**src/rtl/muldiv_pkg.sv**
```systemverilog
// Shared types and sizing helpers for the iterative multiply/divide unit.
package muldiv_pkg;

  typedef enum logic [1:0] {
    MULTU = 2'b00,
    MULT  = 2'b01,
    DIVU  = 2'b10,
    DIV   = 2'b11
  } muldiv_op_e;

  typedef enum logic [1:0] {
    IDLE   = 2'b00,
    CALC   = 2'b01,
    FINISH = 2'b10
  } muldiv_state_e;

  // Iteration counter must hold the value N itself.
  function automatic int cnt_width(input int n);
    return $clog2(n + 1);
  endfunction

endpackage

```
**src/rtl/mult_div_unit.sv**
```systemverilog
// Iterative shift-add multiplier / restoring divider with HI/LO registers.
// Optional MULDIV_SIGNED_EN makes MULT/DIV two's-complement (sign-magnitude around the unsigned core).
module mult_div_unit
  import muldiv_pkg::*;
#(
  parameter int N = 8
) (
  input  logic         clk,
  input  logic         rst,
  input  logic         start,
  input  logic [1:0]   op,
  input  logic [N-1:0] a,
  input  logic [N-1:0] b,
  input  logic [N-1:0] wdata,
  input  logic         hi_we,
  input  logic         lo_we,
  output logic         busy,
  output logic         done,
  output logic [N-1:0] hi,
  output logic [N-1:0] lo
);

  localparam int CW = cnt_width(N);

  muldiv_state_e  state;
  logic [CW-1:0]  cnt;
  logic [2*N-1:0] acc;
  logic [N-1:0]   opnd;
  logic           is_div;
  logic           neg_q;
  logic           neg_r;

  muldiv_op_e     op_e;
  logic           op_div;
  logic           sgn_op;
  logic           a_neg, b_neg;
  logic [N-1:0]   a_mag, b_mag;

  assign op_e   = muldiv_op_e'(op);
  assign op_div = (op_e == DIVU) || (op_e == DIV);

`ifdef MULDIV_SIGNED_EN
  assign sgn_op = (op_e == MULT) || (op_e == DIV);
`else
  assign sgn_op = 1'b0;
`endif

  assign a_neg = sgn_op & a[N-1];
  assign b_neg = sgn_op & b[N-1];
  assign a_mag = a_neg ? -a : a;
  assign b_mag = b_neg ? -b : b;

  // One iteration step. acc holds {partial product, multiplier} for
  // multiply and {remainder, dividend/quotient} for divide.
  logic [N:0]     add_sum;
  logic [N:0]     sub_trial;
  logic [2*N-1:0] acc_nxt;

  always_comb begin
    add_sum   = {1'b0, acc[2*N-1:N]} + (acc[0] ? {1'b0, opnd} : {(N+1){1'b0}});
    sub_trial = {acc[2*N-1:N], acc[N-1]} - {1'b0, opnd};
    if (is_div) begin
      if (!sub_trial[N]) acc_nxt = {sub_trial[N-1:0], acc[N-2:0], 1'b1};
      else               acc_nxt = {acc[2*N-2:0], 1'b0};
    end else begin
      acc_nxt = {add_sum, acc[N-1:1]};
    end
  end

  // Sign fix-up of the final step. A zero divisor naturally yields an
  // all-ones magnitude quotient and remainder=|a|, which the fix-up turns
  // into lo=1 / hi=a for a negative dividend.
  logic [2*N-1:0] prod_fix;
  logic [N-1:0]   res_hi, res_lo;

  always_comb begin
    prod_fix = neg_q ? -acc_nxt : acc_nxt;
    if (is_div) begin
      res_lo = neg_q ? -acc_nxt[N-1:0]   : acc_nxt[N-1:0];
      res_hi = neg_r ? -acc_nxt[2*N-1:N] : acc_nxt[2*N-1:N];
    end else begin
      res_lo = prod_fix[N-1:0];
      res_hi = prod_fix[2*N-1:N];
    end
  end

  always_ff @(posedge clk) begin
    if (rst) begin
      state  <= IDLE;
      cnt    <= '0;
      acc    <= '0;
      opnd   <= '0;
      is_div <= 1'b0;
      neg_q  <= 1'b0;
      neg_r  <= 1'b0;
      hi     <= '0;
      lo     <= '0;
      busy   <= 1'b0;
      done   <= 1'b0;
    end else begin
      done <= 1'b0;
      unique case (state)
        IDLE: begin
          if (start) begin
            state  <= CALC;
            busy   <= 1'b1;
            cnt    <= CW'(N);
            is_div <= op_div;
            opnd   <= op_div ? b_mag : a_mag;
            acc    <= {{N{1'b0}}, (op_div ? a_mag : b_mag)};
            neg_q  <= a_neg ^ b_neg;
            neg_r  <= op_div & a_neg;
          end else begin
            if (hi_we) hi <= wdata;
            if (lo_we) lo <= wdata;
          end
        end
        CALC: begin
          acc <= acc_nxt;
          cnt <= cnt - CW'(1);
          // Last iteration lands straight in hi/lo so done and the new
          // result become visible together.
          if (cnt == CW'(1)) begin
            state <= FINISH;
            busy  <= 1'b0;
            done  <= 1'b1;
            hi    <= res_hi;
            lo    <= res_lo;
          end
        end
        FINISH: state <= IDLE;
        default: state <= IDLE;
      endcase
    end
  end

endmodule

```
**config.mk**
```make
export PLATFORM = sky130hd
export DESIGN_NAME = mult_div_unit
export DESIGN_NICKNAME = d
export VERILOG_FILES = /design/src/rtl/muldiv_pkg.sv /design/src/rtl/mult_div_unit.sv
export SDC_FILE = /design/constraint.sdc
export NUM_CORES = 1
export LEC_CHECK = 0
export ABC_AREA = 1
export BUFFER_PORTS_ARGS = -buffer_cell sky130_fd_sc_hd__buf_2
export CORE_UTILIZATION = 60
export DETAILED_ROUTE_END_ITERATION = 10
export PLACE_DENSITY_LB_ADDON = 0.2
export SYNTH_ARGS = -nofsm -noshare
export SYNTH_HDL_FRONTEND = slang
export SYNTH_SLANG_ARGS = --single-unit
```
**constraint.sdc**
```tcl
create_clock -name clk -period 4.57 [get_ports clk]
set_input_delay 0.457 -clock clk [delete_from_list [all_inputs] [get_ports clk]]
set_output_delay 0.457 -clock clk [all_outputs]
set_load 0.03 [all_outputs]
```
Yosys cells after proc, flatten, opt, wreduce, memory -nomap -nowiden. Index checks and enable logic that the tools add are counted.

Register bits after elaboration: 49. Input port bits: 31. Output and inout port bits: 18. Word-level logic and storage cells: 56.

Add/sub/neg operators: 3. Equal/unequal tests: 9. Mux-type cells: 24. Bitwise gates (word level): 1. Reduce and logical (&&, ||, !) cells: 10.

Operators with widths (number): 2-to-1 mux 8 bit (9); 2-to-1 mux 16 bit (3); one-hot mux 16 bit (2 select lines) (1); one-hot mux 8 bit (2 select lines) (2); inequality test 2 bit (second input constant) (5); adder 8 x 8 -> 9 bit (1); subtractor 9 x 8 -> 9 bit (1); one-hot mux 4 bit (2 select lines) (1); AND reduction 4 bit (2); AND reduction 2 bit (3); == test 2 bit (second input constant) (2); == test 4 x 1 -> 1 bit (second input constant) (1); 2-to-1 mux 2 bit (2); 2-to-1 mux 4 bit (1); one-hot mux 2 bit (2 select lines) (1); subtractor 4 x 1 -> 4 bit (second input constant) (1); 2-to-1 mux 1 bit (3); AND reduction 3 bit (1); == test 2 x 1 -> 1 bit (second input constant) (1); logical NOT 2 bit (1); one-hot mux 1 bit (2 select lines) (1); nonzero test 2 bit (1); OR reduction 2 bit (1); logical OR 1 bit (1); NOT 1 bit (1).

Depth between registers and ports, before layout. Gate-level depths: netlist (run 1).

Depth after elaboration: 5. Mapped depth: 16. Gate-level depth less buffers: 16.

Least setup slack after synthesis (run 1). No wires, ideal clock.

Path type: reg2reg. Start point: reg acc[0]. End point: reg acc[15]. Library setup time: 0.130 ns. Arrival: 1.811 ns. Data required time: 4.440 ns. Setup slack: 2.629 ns. Stages on the path, launching flop included: 14. Path buffers: 1. Clock period less this slack: 1.941 ns. Cell sequence: dfxtp_1 > clkbuf_1 > nand2_1 > inv_1 > ha_1 > fa_1 > nand3_1 > nand2_1 > a21oi_1 > nor2_1 > o21ai_0 > nand2_1 > nand2_1 > a21oi_1.

Cells in the longest elaborated chain, start to end: 4.

RTL lines: start: declaration (RTL line mult_div_unit.sv:27) `logic [2*N-1:0] acc;`; start signal: assignment (RTL line mult_div_unit.sv:110) `acc <= {{N{1'b0}}, (op_div ? a_mag : b_mag)};`; start signal: assignment (RTL line mult_div_unit.sv:119) `acc <= acc_nxt;`; 2-to-1 mux 8 bit (RTL line mult_div_unit.sv:60) `add_sum = {1'b0, acc[2*N-1:N]} + (acc[0] ? {1'b0, opnd} : {(N+1){1'b0}});`; adder 8 x 8 -> 9 bit (RTL line mult_div_unit.sv:60); 2-to-1 mux 16 bit (RTL line mult_div_unit.sv:62) `if (is_div) begin`; one-hot mux 16 bit (2 select lines) (RTL line mult_div_unit.sv:102) `unique case (state)`.

Every way passes these cells. A chain may end at the register's enable or synchronous reset.

Final worst setup path (run 1).
Start point: reg state[1]. End point: reg hi[3].

Cells in the longest elaborated chain, start to end: 3. Elaborated cells between the ends (all ways): 8. Classes of those cells: eq/ne: 4; mux: 1; reduce/logical: 3.

RTL lines: start: declaration (RTL line mult_div_unit.sv:25) `muldiv_state_e state;`; start signal: assignment (RTL line mult_div_unit.sv:89) `state <= IDLE;`; start signal: assignment (RTL line mult_div_unit.sv:105) `state <= CALC;`; start signal: assignment (RTL line mult_div_unit.sv:124) `state <= FINISH;`; == test 2 x 1 -> 1 bit or logical NOT 2 bit (tied branches) (RTL line mult_div_unit.sv:102); inequality test 2 bit (no source line) or nonzero test 2 bit (tied branches); AND reduction 4 bit (no source line); end signal: assignment (RTL line mult_div_unit.sv:114) `if (hi_we) hi <= wdata;`; end signal: assignment (RTL line mult_div_unit.sv:127) `hi <= res_hi;`; end: declaration (RTL line mult_div_unit.sv:19) `output logic [N-1:0] hi,`.

Parallel ways exist; a longest one is shown, timed or not.

==> results.cfg, run 1 <==
[global_route]
globalRoute.totalOverflow = 0
grt_pass1_vias = 2737
grt.total_usage_pct = 28.5
grt_start_max_net_pins = 35
wire_length_of_the_first_global_routing_pass_um = 12100
antenna_found_initial = 0

[logic_synthesis]
syn-num-nets = 517
synth_flop_cell = dfxtp_1
synth-edff-count = 0
syn-mean-instance-area_sq_um = 6.87
synth_xor_xnor_area_share_pct = 1.37
synth.area.mux_share_pct = 0
register_bit_count_reported_by_yosys = 49
synth_simple_gate_area_share_pct = 24.8
synth_seq_area_share_pct = 30.6
synth-warning-count = 0
post_synth_fa_ha_maj_area_fraction_pct = 8.28
postSynth.asyncResetShare_pct = 0
post_synth_instance_area_sq_um = 3200
postSynthCellCount = 466
synth_cell_types = 40
main_combinational_cell_family_by_area_after_synthesis = simple AND/OR/NAND/NOR gates
compound_gate_fraction_of_synth_area_pct = 21.9

[clock_tree]
cts_hold_repair.buffers = 0
cts.sinks = 49
clk_pin_slew_ns = 0.09
cts.repair.resized = 0
clock_path_buffers = 2
ctsRootBufferMaster = clkbuf_8
num_cts_buffers = 5
worstSkewPairLatency_ns = 0.31
postCtsSetupRepairBufs = 0
number_of_h_tree_levels = 2
cts_tree = done

[hold_path]
holdCritPathClass = input port to flip-flop

[route]
route.final.wire_length_um = 7520
drtPass1Iterations = 4
detail_route.iter0.violations = 148
num_vias = 3111
post_drt_wl_per_cell_um = 13.2
route.detailed.vias_per_inst = 5.45
antenna_violating_nets_post_route = 0
residual_drc = 0

[status]
status = finished, final reports clean

[worst_setup_path]
critical_path_launch_point_type = flip-flop
worstPathRequired_ns = 4.77
setup.worst_path.end_class = flip-flop
path_class = flip-flop to flip-flop
worst-path-max-fanout = 31
critical_path.slowest_cell = inv_1
cp_cell_sequence = nor2_1, buf_4, inv_1, nor2_2, o22ai_2, inv_1, o21ai_0, a21oi_1
r2r_slack_ns = 2.27
slowest_delay_ns = 0.65
worst_ep_arrival_time_ns = 2.50
path_common_cell = inv_1

[sta]
setup_viol_count_final = 0
min_period_ns = 2.30
postLayoutSetupSlackWorst_ns = 2.27
max_slew.worst_pin.slew_ns = 0.862
slew_headroom_pct = 42.5
max_clock_freq_ghz = 0.434
grt_setup_unrepaired = no
period_share_pct = 50.4
totalNegativeSetupSlack_ns = 0
timing.final.hold_violations = 0
maxSlewViolCount = 0
clock-skew-final_ns = 0.00770

[final_layout]
syn_to_final_growth_pct = 8.09
post_route_cells_drive_above_1_share_pct = 15.2
fill_cells = 479
antennaDiodeCount = 0
final_net_count = 551

[placed_design]
place.gp.congestion = 0.887
port-buffer-count = 47
place_worst_setup_slack_ns = 2.34
post-dp-hpwl_um = 5800

[floorplan]
die_area_sq_um = 5630
initial_core_util_pct = 62.7
die-height_um = 75.1
floorplan.core_area_sq_um = 5110
fp.dieW_um = 75.1
num_io_pins = 49
core.rowCount = 26

[power]
cellLeakagePower_nw = 1.79
ir_worst_vdd_mv = 0.204
power_per_cell_area_nw_per_um2 = 322

[flow_run]
max_cap_viol_count = 0
-- sequential cells by signal, indices dropped and copies added (netlist names) --
signal and cells:
is_div 1, busy 1, opnd 8, lo 8
done 1, cnt 4, hi 8, state 2
acc 16
-- cell type report --
class | count | area [sq um] | share of cell area, %
clock buffer | 5 | 68.8 | 1.99
clock inverter | 3 | 21.3 | 0.615
inverter | 68 | 255 | 7.38
multi-input combinational | 328 | 1800 | 52.1
sequential | 49 | 981 | 28.3
tap | 70 | 87.6 | 2.53
timing repair buffer | 48 | 243 | 7.01
-- critical path, delay by kind of cell, from the launching register on --
kind            cells  cell delay, ns
simple gates        2            0.17
compound gates      3            0.60
flops               1            0.35
buf+inv             3            1.05
-- layer usage --
| layer | track usage [%] | wire length, um | share of wire, % | up-vias |
|---|---|---|---|---|
| met2 | 49.2 | 3730 | 50 | 73 |
| met5 | 0 | 0 | 0 | - |
| met4 | 11.5 | 178 | 2.4 | 0 |
| met3 | 4.95 | 310 | 4.1 | 20 |
| met1 | 35.1 | 3300 | 44 | 1416 |
| li1 | - | - | - | 1602 |
-- synth_stat cells, types with 2 or more instances --
library cell,instances,area share [%]
inv_2,3,0.35
nand3_1,21,3.3
clkbuf_1,6,0.70
nand2_2,4,0.78
xnor2_1,2,0.55
nand2_1,110,13
or2_2,2,0.39
nor2_2,3,0.59
o211ai_1,8,1.9
nor3_1,3,0.47
fa_1,2,1.3
a31oi_1,16,3.1
o311ai_0,5,1.4
nand2_4,2,0.70
a21oi_1,45,7.0
inv_1,65,7.6
o21ai_0,44,6.9
buf_2,4,0.63
xor2_1,3,0.82
dfxtp_1,49,31
nor2_1,26,3.0
nand3b_1,3,0.70
clkbuf_8,6,2.6
ha_1,18,7.0
-- through the flow --
step / total power [W] / util [%] / hold WS (ns) / cells / instance area, sq um
after floorplan: 0.000786 / - / 0.441 / 466 / 3200
after global placement: 0.000852 / 66.0 / 0.460 / 563 / 3370
after detailed placement: 0.000859 / 66.0 / 0.489 / 563 / 3370
after CTS: 0.00112 / 67.8 / 0.414 / 571 / 3460
after global routing: 0.00119 / 67.8 / 0.422 / 571 / 3460
final: 0.00112 / 67.8 / 0.419 / 571 / 3460
-- cell families after synthesis --
| family | count (synthesis) |
|---|---|
| buf+inv | 89 |
| compound gates | 124 |
| simple gates | 179 |
| flops | 49 |
| xor+xnor | 5 |
| fa+ha+maj | 20 |
-- final timing paths --
kind	end	from	depth (start not counted)
hold / removal	opnd[7]	a[7]	3
setup / recovery	hi[3]	state[1]	8
hold reg to reg	cnt[3]	cnt[3]	1
setup reg to reg	hi[3]	state[1]	8
-- power by group --
part | internal, W | total (W) | switching (W)
sequential | 0.000468 | 0.000502 | 0.0000344
combinational | 0.000120 | 0.000351 | 0.000231
clock | 0.000109 | 0.000263 | 0.000154
total | 0.000697 | 0.00112 | 0.000419
-- placed cells by master, fill, tap and decap left out, types with 2 or more instances in the layout --
master / n
nand2_1: 110
inv_1: 65
dfxtp_1: 49
buf_2: 47
a21oi_1: 45
o21ai_0: 44
nor2_1: 26
nand3_1: 21
ha_1: 18
a31oi_1: 16
o211ai_1: 8
o311ai_0: 5
clkbuf_8: 5
nand2_2: 4
nor2_2: 3
inv_2: 3
nand3b_1: 3
xor2_1: 3
nor3_1: 3
nand2_4: 2
xnor2_1: 2
or2_2: 2
fa_1: 2
Power figures use the tool's default switching activity.
==> inputs of run 2 (changes only) <==
--- a/config.mk
+++ b/config.mk
@@ -7,7 +7,7 @@
 export LEC_CHECK = 0
 export ABC_AREA = 1
 export BUFFER_PORTS_ARGS = -buffer_cell sky130_fd_sc_hd__buf_2
-export CORE_UTILIZATION = 60
+export CORE_UTILIZATION = 52
 export DETAILED_ROUTE_END_ITERATION = 10
 export PLACE_DENSITY_LB_ADDON = 0.2
 export SYNTH_ARGS = -nofsm -noshare
==> constraint.sdc (replaced) <==
create_clock -name clk -period 2 [get_ports clk]
set_input_delay 0.2 -clock clk [delete_from_list [all_inputs] [get_ports clk]]
set_output_delay 0.2 -clock clk [all_outputs]
set_load 0.03 [all_outputs]
==> run 2 against run 1 <==
  * The run now ends with setup timing left
  * Clock-buffer cell count unchanged
  * Wire length up 10%
  * Non-clock buffer count up 23
  * Final area rose by 10%
  * Largest power group unchanged
  * Global-route usage is 2.2 points lower
  * Clock power increased to 2.8 times the previous value
  * Highest routed layer unchanged
  * Critical endpoint is now acc[14]
  * Sequential share of layout area fell by 2.4 points
  * Critical path type unchanged
  * First-iteration DRC count up 23%
  * Flip-flop and latch count is the same
  * Worst setup slack worse by 2.3 ns
  * Largest cell class unchanged
  * Power grew to 2.6 times the previous value
  * Clock skew decreased by 0.00099 ns
==> results.cfg, run 2 (synthesis results as in run 1) <==
[final_layout]
syn_to_final_growth_pct = 19.1
final_util_pct = 64.4
register_with_the_highest_flop_count = acc
post_route_cells_drive_above_1_share_pct = 26.1
largest_register_ffs = 16
final_common_cell = nand2_1
layout_common_cells = nand2_1, inv_1, buf_2
final_net_count = 575
antennaDiodeCount = 0

[sta]
maxSlewViolCount = 0
grt_setup_unrepaired = yes
max_clock_freq_ghz = 0.497
setup_viol_count_final = 2
timing.final.hold_violations = 0
postLayoutSetupSlackWorst_ns = -0.0116
slew_headroom_pct = 64.7
period_share_pct = 101
clock-skew-final_ns = 0.00671
min_period_ns = 2.01
max_slew.worst_pin.slew_ns = 0.528

[floorplan]
core.rowCount = 28
fp.dieW_um = 80.5
die_area_sq_um = 6480
num_io_pins = 49
floorplan.core_area_sq_um = 5920
die-height_um = 80.5
initial_core_util_pct = 54.1

[status]
status = complete, but fails checks
failed_checks = setup timing

[worst_setup_path]
timing.critical_path.buf_inv = 4
slowest_delay_ns = 0.35
worst-path-max-fanout = 4
critical-path-top-delay-family = compound AO/OA/AOI/OAI gates
path_class = flip-flop to flip-flop
path_common_cell = nand2_1
cp_cell_sequence = buf_4, buf_4, nand2_1, inv_1, ha_1, inv_1, o21ai_0, a21oi_2, nand2_1, xor2_1, nand2_1, nand2_1, nand2_2, a21oi_1
worst_ep_arrival_time_ns = 2.26
setup.worst_path.end_class = flip-flop
critical_path_launch_point_type = flip-flop
worstPathRequired_ns = 2.25
critical_path.slowest_cell = dfxtp_2

[hold_path]
holdCritPathClass = input port to flip-flop

[global_route]
globalRoute.totalOverflow = 0
grt_pass1_vias = 2863
grt_start_max_net_pins = 19
grt.total_usage_pct = 26.3
wire_length_of_the_first_global_routing_pass_um = 13100
antenna_found_initial = 0

[power]
power_per_cell_area_nw_per_um2 = 747
cellLeakagePower_nw = 1.93
ir_worst_vdd_mv = 0.527
power_w = 0.00285

[route]
num_vias = 3222
drtPass1Iterations = 4
route.final.wire_length_um = 8280
antenna_violating_nets_post_route = 0
post_drt_wl_per_cell_um = 13.8
residual_drc = 0
detail_route.iter0.violations = 182
route.detailed.vias_per_inst = 5.37

[clock_tree]
cts.sinks = 49
worstSkewPairLatency_ns = 0.31
number_of_h_tree_levels = 2
num_cts_buffers = 5
cts_tree = done
ctsRootBufferMaster = clkbuf_8
clock_path_buffers = 2
clk_pin_slew_ns = 0.09

[placed_design]
place.gp.congestion = 0.928
post-dp-hpwl_um = 6240
port-buffer-count = 47

[flow_run]
max_cap_viol_count = 0
-- run 2: cell types whose count changed in the layout (fill, tap and decap cells not counted), sizes merged --
cell      change
buf          +23
clkinvlp      -1
nand2         +1
bufinv        +1
-- run 2: path summary, 6_finish.rpt --
kind / start / to / slack, ns / depth (start not counted)
hold reg to reg: cnt[3] / cnt[3] / 0.48 / 1
setup / recovery: acc[0] / acc[14] / -0.01 / 14
hold / removal: a[7] / opnd[7] / 0.15 / 3
setup reg to reg: acc[0] / acc[14] / -0.01 / 14
-- run 2: report_power, final --
group / leakage (nW) / internal, W / total, W / switching, W
Clock: 0.0585 / 0.000375 / 0.000729 / 0.000354
Combinational: 1.47 / 0.000368 / 0.000985 / 0.000617
Sequential: 0.406 / 0.00107 / 0.00113 / 0.0000634
-- run 2: metal layers --
layer | wire [um] | vias to the layer above | GRT usage (%)
li1 | - | 1658 | -
met1 | 3670 | 1470 | 33.3
met2 | 4090 | 81 | 45.6
met3 | 371 | 13 | 3.75
met4 | 144 | 0 | 8.39
met5 | 0 | - | 0
-- run 2: stage by stage --
stage                     setup slack [ns]  hold slack, ns  TNS [ns]  cells  cell area [sq um]
after floorplan                     0.0586           0.351         0    466               3200
after global placement             -0.0428           0.457    -0.312    589               3530
after detailed placement           -0.0736           0.466    -0.780    589               3530
after CTS                          0.00462           0.151         0    597               3660
after global routing                -0.137           0.156     -1.77    600               3810
final                              -0.0116           0.152   -0.0181    600               3810
-- run 2: cell type report --
| class | count | area [sq um] |
|---|---|---|
| Inverter | 68 | 255 |
| Timing Repair Buffer | 71 | 423 |
| Sequential cell | 49 | 990 |
| Clock inverter | 3 | 43.8 |
| Multi-Input combinational cell | 329 | 1940 |
| Fill cell | 564 | 2110 |
| Tap cell | 75 | 93.8 |
| Clock buffer | 5 | 68.8 |
-- run 2: what timing repair did --
action | CTS | global route
buffers inserted | 0 | 2
cloned | 0 | 1
pin swaps | 4 | 18
hold buffers | 0 | 0
gates resized for setup | 5 | 39
endpoints found under the setup margin | 18 | 22
-- run 2: worst register-to-register path, cell delays in order (launching register included) --
cell and delay [ns]:
dfxtp_2 0.35, buf_4 0.14, buf_4 0.14, nand2_1 0.08
inv_1 0.05, ha_1 0.28, inv_1 0.07, o21ai_0 0.24
a21oi_2 0.05, nand2_1 0.08, xor2_1 0.14, nand2_1 0.07
nand2_1 0.08, nand2_2 0.06, a21oi_1 0.12
